===== src/rtl/sv_uart_tx_arb.sv =====
// sv_uart_tx_arb: packet-level round-robin arbiter sharing one UART TX stream between N_CH byte sources.
module sv_uart_tx_arb #(
  parameter int N_CH = 4,
  parameter int DATA_WIDTH = 8,
  parameter int HDR_EN = 1,
  parameter logic [DATA_WIDTH-1:0] HDR_BASE = 8'hA0
) (
  input  logic                         iclk,
  input  logic                         irst,
  input  logic [N_CH*DATA_WIDTH-1:0]   s_axis_tdata,
  input  logic [N_CH-1:0]              s_axis_tvalid,
  input  logic [N_CH-1:0]              s_axis_tlast,
  output logic [N_CH-1:0]              s_axis_tready,
  output logic [DATA_WIDTH-1:0]        m_axis_tdata,
  output logic                         m_axis_tvalid,
  input  logic                         m_axis_tready,
  input  logic [N_CH-1:0]              iena,
  input  logic [15:0]                  igap,
  output logic [N_CH-1:0]              ogrant,
  output logic                         obusy
);
  localparam int IW = $clog2(N_CH);
  typedef enum logic [1:0] {ST_IDLE, ST_HDR, ST_DATA, ST_GAP} st_t;
  st_t st_q;
  logic [IW-1:0] ptr_q, sel;
  logic [N_CH-1:0] grant_q, req;
  logic [15:0] gap_q;
  logic [DATA_WIDTH-1:0] ch_data [N_CH];
  logic [DATA_WIDTH-1:0] hdr;
  logic beat;
  int j;
  for (genvar g = 0; g < N_CH; g++) begin : g_ch
    assign ch_data[g] = s_axis_tdata[g*DATA_WIDTH +: DATA_WIDTH];
  end
  assign req = s_axis_tvalid & iena;
  assign hdr = HDR_BASE + DATA_WIDTH'(ptr_q);
  assign beat = st_q == ST_DATA && s_axis_tvalid[ptr_q] && m_axis_tready;
  // Descending scan so the nearest requester after ptr_q is the last, winning, assignment.
  always_comb begin
    sel = ptr_q;
    j = 0;
    for (int k = N_CH; k >= 1; k--) begin
      j = (int'(ptr_q) + k) % N_CH;
      if (req[IW'(j)]) sel = IW'(j);
    end
  end
  always_ff @(posedge iclk) begin
    if (irst) begin
      st_q <= ST_IDLE;
      ptr_q <= IW'(N_CH - 1);
      grant_q <= '0;
      gap_q <= '0;
    end else begin
      case (st_q)
        ST_IDLE: if (|req) begin
          ptr_q <= sel;
          grant_q <= N_CH'(1) << sel;
          st_q <= HDR_EN != 0 ? ST_HDR : ST_DATA;
        end
        ST_HDR: if (m_axis_tready) st_q <= ST_DATA;
        ST_DATA: if (beat && s_axis_tlast[ptr_q]) begin
          grant_q <= '0;
          gap_q <= igap;
          st_q <= igap == 16'd0 ? ST_IDLE : ST_GAP;
        end
        ST_GAP: begin
          gap_q <= gap_q - 16'd1;
          if (gap_q <= 16'd1) st_q <= ST_IDLE;
        end
        default: begin
          st_q <= ST_IDLE;
          grant_q <= '0;
        end
      endcase
    end
  end
  assign m_axis_tdata = st_q == ST_HDR ? hdr : ch_data[ptr_q];
  assign m_axis_tvalid = st_q == ST_HDR || (st_q == ST_DATA && s_axis_tvalid[ptr_q]);
  assign s_axis_tready = (st_q == ST_DATA && m_axis_tready) ? grant_q : '0;
  assign ogrant = grant_q;
  assign obusy = st_q != ST_IDLE;
endmodule


===== config.mk =====
export PLATFORM = sky130hd
export DESIGN_NAME = sv_uart_tx_arb
export DESIGN_NICKNAME = d
export VERILOG_FILES = /design/src/rtl/sv_uart_tx_arb.sv
export SDC_FILE = /design/constraint.sdc
export NUM_CORES = 1
export LEC_CHECK = 0
export ABC_AREA = 1
export CAP_MARGIN = 0
export CORE_ASPECT_RATIO = 0.7
export CORE_MARGIN = 1.5
export CORE_UTILIZATION = 44
export DETAILED_ROUTE_END_ITERATION = 8
export PLACE_DENSITY = 0.84
export SLEW_MARGIN = 10
export SYNTH_ARGS = -nofsm -noshare
export SYNTH_HDL_FRONTEND = slang
export SYNTH_SLANG_ARGS = --single-unit

===== constraint.sdc =====
create_clock -name iclk -period 1.9 [get_ports iclk]
set_input_delay 0.57 -clock iclk [delete_from_list [all_inputs] [get_ports iclk]]
set_output_delay 0.57 -clock iclk [all_outputs]
set_load 0.02 [all_outputs]

## Word level (Yosys, flattened, before mapping)

Index checks and enable logic that the tools add are counted.

| cells by class | value |
|---|---|
| add/sub/neg operators | 6 |
| $lt $le $gt $ge | 7 |
| eq/ne operators | 7 |
| shift operators | 1 |
| muxes and demuxes | 36 |
| bitwise logic cells | 2 |
| reduce and logical (&&, ||, !) cells | 15 |

Operators with widths:

| kind | count |
|---|---|
| $pmux W16 S2 | 1 |
| $mux W8 | 3 |
| $mux W2 | 9 |
| $bmux W8 S2 | 1 |
| $le A16 B1 Y1 const B | 1 |
| $logic_not A16 Y1 | 1 |
| $lt A2 B4 Y1 const B | 4 |
| $mux W16 | 1 |
| $sub A16 B1 Y16 const B | 1 |
| $bmux W1 S2 | 6 |
| $mux W4 | 3 |
| $mux W1 | 10 |
| $add A8 B2 Y8 const A | 1 |
| $pmux W2 S4 | 1 |
| $pmux W4 S2 | 1 |
| $ne A2 B2 Y1 const B | 3 |
| $reduce_bool A2 Y1 | 3 |
| $add A2 B1 Y2 const B | 2 |
| $add A2 B2 Y2 const B | 2 |
| $and A4 B4 Y4 | 1 |
| $eq A2 B2 Y1 const B | 2 |
| $logic_and A1 B1 Y1 | 4 |
| $reduce_and A2 Y1 | 2 |
| $reduce_and A4 Y1 | 1 |
| 10 further kinds | 10 |

| storage, ports and cells | value |
|---|---|
| register bits | 24 |

## Longest topological paths before layout

Gate-level depths: netlist of run 1.

| depth | value |
|---|---|
| depth after elaboration | 11 |
| mapped depth | 14 |

## Worst setup path after synthesis of run 1

Ideal clock, no wire load.

| timing | value |
|---|---|
| path kind | register to output |
| start | register ptr_q[0] |
| end | output m_axis_tdata[0] |
| arrival | 1197 ps |
| setup slack | 133 ps |
| cell stages (with the launch flop) | 7 |
| path buffers | 2 |
| cell sequence | dfxtp_1 > buf_6 > nand2_1 > inv_2 > buf_6 > nand2_1 > a41oi_1 |

| between the ends | value |
|---|---|
| cells in the longest elaborated chain, start to end | 5 |

Ends and longest elaborated chain:

| what | line | source |
|---|---|---|
| start, declared | 25 | `logic [IW-1:0] ptr_q, sel;` |
| start signal, assigned | 50 | `ptr_q <= IW'(N_CH - 1);` |
| start signal, assigned | 56 | `ptr_q <= sel;` |
| branches (longest 4 deep; another with $add A8 B2 Y8) | n/a |  |
| $mux W8 * | 77 | `assign m_axis_tdata = st_q == ST_HDR ? hdr : ch_data[ptr_q];` |
| end, declared | 14 | `output logic [DATA_WIDTH-1:0] m_axis_tdata,` |

Mark *: on every way between the ends. The select of a mux whose other input is x is not followed.

## Worst setup path in the final report of run 1

| timing | value |
|---|---|
| start | register ptr_q[0] |
| end | output m_axis_tvalid |

| between the ends | value |
|---|---|
| cells in the longest elaborated chain, start to end | 4 |

Ends and longest elaborated chain:

| what | line | source |
|---|---|---|
| $bmux W1 S2 | 78 | `assign m_axis_tvalid = st_q == ST_HDR \|\| (st_q == ST_DATA && s_axis_tvalid[ptr_q]);` |
| $mux W1 (implied by the code) | 78 |  |
| $logic_and A1 B1 Y1 | 78 |  |
| $logic_or A1 B1 Y1 | 78 |  |
| end, declared | 15 | `output logic m_axis_tvalid,` |

Every way passes these cells. The select of a mux whose other input is x is not followed.

==> impl_metrics.ini, run 1 <==
[run_status]
status = finished, violations left
violations = negative setup slack

[layout]
antenna_cells = 0
fin_util = 0.7577
multiInputGateArea_sq_um = 1449
syn_to_final_growth_pct = 62.32
seq_area_sq_um = 489.2
nets = 526
drive_above_1_share = 0.2522
fillers = 316

[critical_path]
crit_path_frequent_cell = nand2_1
crit_required_ns = 1.33
cp-start-kind = flip-flop
path_cells = buf_6, nor2_4, nand2_1, nand4_1, nand2_1, nand2_1, buf_6
critPathKind = flip-flop to output pin
end_kind = output pin
cp_slowest_stage_delay_ns = 0.39
critPathMaxFanout = 5
arrival_ns = 1.47
crit_slowest_cell = dfxtp_4

[die]
dieArea_sq_um = 5098
core.rowCount = 20
coreArea_sq_um = 4404
die_height_um = 60.19
die_w_um = 84.70
pin_count = 81
initial_core_util = 0.4668

[power_and_ir_drop]
p_sw_frac = 0.5095
clkPwrFrac = 0.070
p_int_uw = 2487
seqPwrFrac = 0.167
switching_power_uw = 2583
vdd_drop_max_uv = 913.7
p_leak_uw = 0.001579
power_density_nw_per_um2 = 1519
power_frac_comb = 0.763

[clocking]
root_buffer = clkbuf_8
clock_sinks = 24
cts_tree = yes
path_clk_slew_ns = 0.08
clkLatencyLatePin_ns = 0.27
htreeDepth = 1
clock_path_buffers = 2
cts_buffers = 3

[yosys]
async_flop_share = 0
syn_inst = 341
synth_top_area_cell = dfxtp_1
ys_seq_area_frac = 0.2337
ys_top_cells_by_area = dfxtp_1 23%, nand2_1 18%, nor2_1 7.5%
synth-simple-area-share = 0.4504
yosysMostFrequentCell = nand2_1
synth_edf_count = 0
synth_common_cells = 100 x nand2_1, 41 x nor2_1, 35 x inv_1
ys.flop_type = dfxtp_1
syn_area_sq_um = 2056
avgSynthCellArea_sq_um = 6.029
synth_compound_area_frac = 0.1704
synth_top_family_by_area = simple AND/OR/NAND/NOR gates
synth_xor_area_frac = 0.01278
synthMuxAreaShare = 0
syn_nets = 406
synth-seq-cells = 24
synth_adder_area_share = 0.01217
synth_top_area_share = 0.2337
synth_warnings = 0
ys_types = 34

[global_route]
grt_pass1_wl_um = 12200
grt_usage = 0.3028
first_global_vias = 2591
grt_max_degree = 15
grt_antenna_before_repair = 0
grt.overflow.total = 0

[drt]
drt-met1-wl_um = 3482
wl_met2_um = 3568
detail-route-antenna-nets = 0
routed-wl-met3_um = 631
dr_total_vias = 2845
first_pass_iters = 5
wire_per_inst_um = 15.27
drt-initial-drc-count = 353
post-route-drc-count = 0
drt-total-wl_um = 7865
dr.max_layer_used = met4
routed_via_density = 5.524

[timing]
slew_headroom = 0.6903
setup_viol = 9
fin_crit_sh = 1.073
hold_ws_ns = 0.4893
hold_violations = 0
max_freq_mhz = 490.6
worst_slew_pin_slew_ns = 0.4640
rsz0062_at_grt = true
finalWorstSetupSlack_ns = -0.1383
fin_skew_ns = 0.002107
fin_crit_ns = 2.038
slew_violations = 0

[place]
place_ws_ns = -0.6408
hpwl_um = 5640
portBuffers = 80
gp_congestion = 0.9451

[flow_run]
cap_violations = 0

[min_path]
hold_class = flip-flop to flip-flop
[sequential cells by signal, indices dropped and copies added, names as in the netlist]
| register | cells |
|---|---|
| ptr_q | 2 |
| gap_q | 16 |
| ogrant | 4 |
| st_q | 2 |
[worst paths after layout]
kind / slack, ns / from / cells after the start / endpoint
setup / recovery: -0.14 / ptr_q[0] / 7 / m_axis_tvalid
hold / removal: 0.49 / ogrant[0] / 2 / ogrant[0]
setup reg to reg: 0.02 / ptr_q[0] / 14 / ogrant[3]
hold reg to reg: 0.49 / ogrant[0] / 2 / ogrant[0]
[logic make-up after synthesis]
family / Yosys count
AO/OA/AOI/OAI: 60
XOR/XNOR: 3
adder cells (fa/ha/maj): 2
buffers and inverters: 51
flip-flops: 24
AND/OR/NAND/NOR: 201
[layout by cell type, fill, tap and decap left out, types with 4 or more instances in the layout]
master            n
o21ai_0           9
nand2_1          94
nor2_1           40
dlygate4sd2_1    31
inv_2             5
a22oi_2           6
inv_1            33
clkbuf_8          4
nand3_1          22
nor2_2            4
clkdlybuf4s50_1  35
nand4_1          11
a21oi_1          23
buf_6            10
buf_4            43
dfxtp_1          21
nor2_4            5
nand2_2          12
a21oi_2           4
[worst max-delay path: cells and delay by family (launching register included)]
family,cells,cell delay [ns]
DFF,1,0.39
buffers and inverters,2,0.25
and+or+nand+nor,5,0.55
[routing by layer]
metal | GRT usage | up-vias
met5 | 0 | -
met4 | 0.04608 | 0
met3 | 0.04696 | 38
met2 | 0.5170 | 161
met1 | 0.4171 | 1282
li1 | - | 1364
[through the flow]
stage	cells	area, sq um	total power (uW)	setup TNS [ns]
after global placement	503	3141	4116	-10.76
after CTS	516	3284	4817	-0.4657
final	515	3337	5069	-0.6919
after detailed placement	503	3141	4198	-11.33
after floorplan	341	2056	2927	0
after global routing	515	3337	5410	-1.293
[power by group through the flow]
stage	clock network, uW	logic (uW)	registers, uW
final	357	3870	845
after floorplan	0	2100	824
after global placement	0	3310	809
after detailed placement	0	3380	815
after global routing	372	4170	869
after CTS	353	3640	826
[layout make-up]
class,instances,share of cell area
well taps,55,0.02062
repair inverters,1,0.001500
repair buffers,124,0.3333
clock buffers,4,0.01650
inverters,40,0.04724
multi-input cells,267,0.4342
flip-flops and latches,24,0.1466
[what timing repair did]
item,CTS,global route
cloned,1,1
setup buffers,8,2
resized for setup,128,20
pin swaps,27,19
setup endpoints to repair,15,37
hold buffers,0,0
Note: power is estimated with default switching activity, not from simulation.
==> inputs of run 2 (changes only) <==
--- a/config.mk
+++ b/config.mk
@@ -7,11 +7,13 @@
 export LEC_CHECK = 0
 export ABC_AREA = 1
 export CAP_MARGIN = 0
+export CELL_PAD_IN_SITES_DETAIL_PLACEMENT = 2
+export CELL_PAD_IN_SITES_GLOBAL_PLACEMENT = 2
 export CORE_ASPECT_RATIO = 0.7
 export CORE_MARGIN = 1.5
-export CORE_UTILIZATION = 44
+export CORE_UTILIZATION = 22
 export DETAILED_ROUTE_END_ITERATION = 8
-export PLACE_DENSITY = 0.84
+export PLACE_DENSITY = 0.85
 export SLEW_MARGIN = 10
 export SYNTH_ARGS = -nofsm -noshare
 export SYNTH_HDL_FRONTEND = slang
==> run 2 against run 1 <==
Against the previous run:
- the run still ends with negative setup slack left
- sequential power is 5.3% higher
- total power rose by 32%
- clock power up 48%
- largest cell class unchanged
==> impl_metrics.ini, run 2 (synthesized netlist as in run 1, its figures left out) <==
[timing]
fin_setup_tns_ns = -2.922
max_freq_mhz = 458.6
finalWorstSetupSlack_ns = -0.2806
slew_headroom = 0.7268
rsz0062_at_grt = true
worst_slew_pin_slew_ns = 0.4067
fin_crit_ns = 2.181
setup_viol = 29
fin_crit_sh = 1.148
slew_violations = 0
hold_violations = 0
fin_skew_ns = 0.005774

[clocking]
path_clk_slew_ns = 0.07
root_buffer = clkbuf_16
cts_hold_buf = 0
clock_path_buffers = 2
cts_buffers = 3
clkLatencyLatePin_ns = 0.27
htreeDepth = 1
clock_sinks = 24
cts_tree = yes

[drt]
drt-met1-wl_um = 6275
drt-total-wl_um = 15110
routed-wl-met3_um = 602
post-route-drc-count = 0
wl_met2_um = 7813
detail-route-antenna-nets = 0
dr_total_vias = 3143
dr.max_layer_used = met4
first_pass_iters = 5
routed_via_density = 5.169
wire_per_inst_um = 24.86
drt-initial-drc-count = 166

[critical_path]
startpoint = ptr_q[1]
critPathKind = flip-flop to output pin
rrSetupSlack_ns = -0.14
path_cells = inv_2, nor2_4, buf_6, buf_6, nand2_2, nand4_1, nand2_2, o21ai_2, buf_6
r2r_end = gap_q[15]
r2r_start = ptr_q[0]
reg2reg_depth = 13
crit_path_frequent_cell = buf_6
cp_slowest_stage_delay_ns = 0.41
crit_slowest_cell = dfxtp_4
arrival_ns = 1.61
crit_required_ns = 1.33
cp-start-kind = flip-flop
end_kind = output pin
critPathMaxFanout = 5
cp-endpoint = m_axis_tdata[1]

[min_path]
hold_class = flip-flop to flip-flop
min_path_cells = 2
hold_start = ogrant[0]

[layout]
drive_above_1_share = 0.3859
syn_to_final_growth_pct = 91.60
fillers = 1058
final_common_cell = nand2_1
largest_reg_flops = 16
layout_common_cells = 77 x nand2_1, 57 x buf_4, 45 x clkdlybuf4s50_1, 34 x nor2_1, 28 x inv_1
regMostFlops = gap_q
nets = 548

[die]
die_height_um = 83.88
dieArea_sq_um = 9942
coreArea_sq_um = 9071
pin_count = 81
die_w_um = 118.5
initial_core_util = 0.2266
core.rowCount = 29

[place]
hpwl_um = 8579
gp_congestion = 0.8196
portBuffers = 80

[global_route]
grt_pass1_wl_um = 18920
grt_max_degree = 14
grt.overflow.total = 0
first_global_vias = 3375
grt_antenna_before_repair = 1
grt_usage = 0.2418

[run_status]
violations = negative setup slack
status = finished, violations left

[power_and_ir_drop]
power_uw = 6675
vdd_drop_max_uv = 444.1
p_leak_uw = 0.001793
power_density_nw_per_um2 = 1695

[flow_run]
cap_violations = 0
## run 2: cell type report
class                      instances  area (sq um)  share of cell area
clock buffer                       4         88.84             0.02255
multi-input combinational        266          1650              0.4190
inverter                          40         166.4             0.04225
tap                              124         155.1             0.03939
timing repair buffer             148          1381              0.3507
antenna                            2         5.005            0.001271
sequential                        24         491.7              0.1248
## run 2: how the worst min path moves through the flow
| stage | to | slack [ns] |
|---|---|---|
| after floorplan | gap_q[14] | 0.46 |
| after global routing | ogrant[0] | 0.54 |
| after CTS | ogrant[0] | 0.51 |
| after global placement | gap_q[14] | 0.48 |
| final | ogrant[0] | 0.51 |
| after detailed placement | ogrant[0] | 0.50 |
## run 2: metal layers
layer | global-route usage | vias up
met2 | 0.4397 | 114
met5 | 0 | -
li1 | - | 1408
met3 | 0.03962 | 31
met1 | 0.2955 | 1590
met4 | 0.06462 | 0
## run 2: critical path: cells and delay by family, from the launching register on
kind	cells	cell delay [ns]
buffers and inverters	4	0.47
and+or+nand+nor	4	0.39
DFF	1	0.41
AOI/OAI and AO/OA	1	0.08
## run 2: per-stage QoR
step | std cells | setup WS [ns] | instance area (sq um) | util | hold WS, ns
6_report | 608 | -0.2806 | 3939 | 0.4342 | 0.5089
5_1_grt | 607 | -0.3080 | 3936 | 0.4339 | 0.5380
4_1_cts | 599 | -0.1511 | 3526 | 0.3887 | 0.5102
3_5_place_dp | 584 | -0.6784 | 3304 | 0.3643 | 0.4991
3_3_place_gp | 584 | -0.6218 | 3304 | 0.3643 | 0.4835
2_1_floorplan | 341 | 0.1328 | 2056 | - | 0.4638
## run 2: timing repair
action / CTS / global route
resized for setup: 120 / 99
pin swaps: 20 / 35
endpoints found under the setup margin: 28 / 38
buffers inserted: 11 / 12
cloned: 0 / 1
## run 2: power breakdown
group	switching, uW	internal [uW]
clock	204	323
sequential	212	678
combinational	3160	2100
==> inputs of run 3 (changes only) <==
--- a/config.mk
+++ b/config.mk
@@ -9,9 +9,9 @@
 export CAP_MARGIN = 0
 export CELL_PAD_IN_SITES_DETAIL_PLACEMENT = 2
 export CELL_PAD_IN_SITES_GLOBAL_PLACEMENT = 2
-export CORE_ASPECT_RATIO = 0.7
 export CORE_MARGIN = 1.5
 export CORE_UTILIZATION = 22
+export CTS_CLUSTER_SIZE = 28
 export DETAILED_ROUTE_END_ITERATION = 8
 export PLACE_DENSITY = 0.85
 export SLEW_MARGIN = 10
==> constraint.sdc (replaced) <==
create_clock -name iclk -period 2.2 [get_ports iclk]
set_input_delay 0.66 -clock iclk [delete_from_list [all_inputs] [get_ports iclk]]
set_output_delay 0.66 -clock iclk [all_outputs]
set_load 0.02 [all_outputs]
==> run 3 against run 2 <==
Against the previous run:
- the flow still finishes with violations (negative setup slack)
- largest cell class unchanged
- clock skew is 0.0031 ns higher
- final area is 15% lower
- clock-buffer cell count stayed put
- utilization is 7.0 points lower
- non-clock buffer count is 24 lower
- die area hardly changed
- total power is 36% lower
- largest power group unchanged
==> impl_metrics.ini, run 3 (synthesized netlist as in run 1, its figures left out) <==
[run_status]
status = finished, violations left
violations = negative setup slack

[critical_path]
r2r_end = gap_q[0]
crit_required_ns = 1.54
end_kind = output pin
reg2reg_depth = 13
r2r_start = ptr_q[0]
critPathMaxFanout = 1
cp-start-kind = input pin
critPathKind = input pin to output pin
rrSetupSlack_ns = 0.20
arrival_ns = 1.59

[timing]
slew_headroom = 0.6795
hold_violations = 0
max_freq_mhz = 444.9
fin_setup_tns_ns = -0.1104
rsz0062_at_grt = true
slew_violations = 0
worst_slew_pin_slew_ns = 0.4802
fin_crit_sh = 1.022
fin_skew_ns = 0.008877
fin_crit_ns = 2.248
setup_viol = 5
finalWorstSetupSlack_ns = -0.04764

[drt]
first_pass_iters = 4
wire_per_inst_um = 17.36
routed_via_density = 4.881
detail-route-antenna-nets = 0
drt-total-wl_um = 9893
dr_total_vias = 2782
post-route-drc-count = 0
drt-initial-drc-count = 68

[global_route]
first_global_vias = 3048
grt_antenna_before_repair = 1
grt_pass1_wl_um = 15040
grt_max_degree = 18
grt.overflow.total = 0
grt_usage = 0.1871

[place]
placed_cell_area_sq_um = 3163
hpwl_um = 7470
portBuffers = 80
place_ws_ns = -0.5509
gp_congestion = 0.8257

[flow_run]
cap_violations = 0

[die]
core.rowCount = 35
die_height_um = 99.67
initial_core_util = 0.2246
die_w_um = 99.67
coreArea_sq_um = 9153
dieArea_sq_um = 9933
pin_count = 81

[power_and_ir_drop]
power_density_nw_per_um2 = 1292
vdd_drop_max_uv = 330.6
p_leak_uw = 0.001579

[min_path]
hold_end = ogrant[1]
min_path_cells = 2
hold_class = flip-flop to flip-flop
hold_start = ogrant[1]

[clocking]
root_buffer = clkbuf_8
cts_buffers = 3
cts_tree = yes
clock_sinks = 24
clkLatencyLatePin_ns = 0.28
path_clk_slew_ns = 0.09
clock_path_buffers = 2
htreeDepth = 1

[layout]
syn_to_final_growth_pct = 62.02
drive_above_1_share = 0.2096
final_common_cell = nand2_1
largest_reg_flops = 16
regMostFlops = gap_q
layout_common_cells = 97 x nand2_1, 52 x clkdlybuf4s50_1, 43 x buf_4, 41 x nor2_1, 34 x inv_1
nets = 524
fillers = 1119
finish.instance_area_sq_um = 3331
-- run 3: cell count changes in the layout (fill, tap and decap cells not counted), sizes merged --
cell	before	now
clkinvlp	1	0
diode	2	1
clkdlybuf4s50	45	52
inv	39	40
dlygate4sd2	19	9
clkdlybuf4s15	1	0
clkbuf	5	4
dlymetal6s2s	2	6
buf	80	57
-- run 3: how the worst max path moves through the flow --
stage,start,end,slack (ns)
6_report,s_axis_tdata[3],m_axis_tdata[3],-0.05
5_1_grt,ptr_q[0],m_axis_tvalid,-0.11
4_1_cts,s_axis_tdata[25],m_axis_tdata[1],-0.07
3_5_place_dp,m_axis_tready,s_axis_tready[1],-0.55
3_3_place_gp,s_axis_tdata[25],m_axis_tdata[1],-0.53
2_1_floorplan,ptr_q[0],m_axis_tdata[0],0.34
-- run 3: metal layers --
metal | global-route usage | up-vias | share of wire
li1 | - | 1354 | -
met5 | 0 | - | 0
met1 | 0.2254 | 1366 | 0.43
met4 | 0.04117 | 0 | 0.013
met2 | 0.3574 | 52 | 0.53
met3 | 0.01546 | 10 | 0.025
-- run 3: what timing repair did --
| action | in CTS | in global routing |
|---|---|---|
| hold buffers | 0 | 0 |
| gates resized for setup | 80 | 23 |
| endpoints found under the setup margin | 14 | 8 |
| setup buffers | 4 | 5 |
| cloned | 0 | 0 |
| pin swaps | 4 | 10 |
-- run 3: final cells by class --
cell class / instances / area (sq um) / area share
sequential: 24 / 488.0 / 0.1465
multi-input combinational: 266 / 1361 / 0.4087
clock buffer: 4 / 55.05 / 0.01653
timing repair buffer: 124 / 1130 / 0.3392
antenna: 1 / 2.502 / 0.0007513
tap: 111 / 138.9 / 0.04170
inverter: 40 / 155.1 / 0.04658
-- run 3: power by group --
| group | total [uW] | switching, uW | internal (uW) |
|---|---|---|---|
| sequential | 721 | 142 | 579 |
| combinational | 3260 | 1900 | 1360 |
| clock | 322 | 161 | 160 |
| total | 4300 | 2210 | 2090 |
-- run 3: worst max-delay path: stages --
cell and delay [ns]:
clkdlybuf4s50_1 0.47, a22oi_1 0.10, a21oi_1 0.19, buf_4 0.17
-- run 3: stage by stage --
| step | hold slack [ns] | std cells | util | power, uW |
|---|---|---|---|---|
| finish | 0.4903 | 570 | 0.3639 | 4303 |
| floorplan | 0.4638 | 341 | - | 2528 |
| CTS | 0.4925 | 564 | 0.3524 | 4125 |
| detailed placement | 0.4790 | 556 | 0.3456 | 3765 |
| global placement | 0.4778 | 556 | 0.3456 | 3626 |
| global route | 0.5244 | 570 | 0.3639 | 4658 |
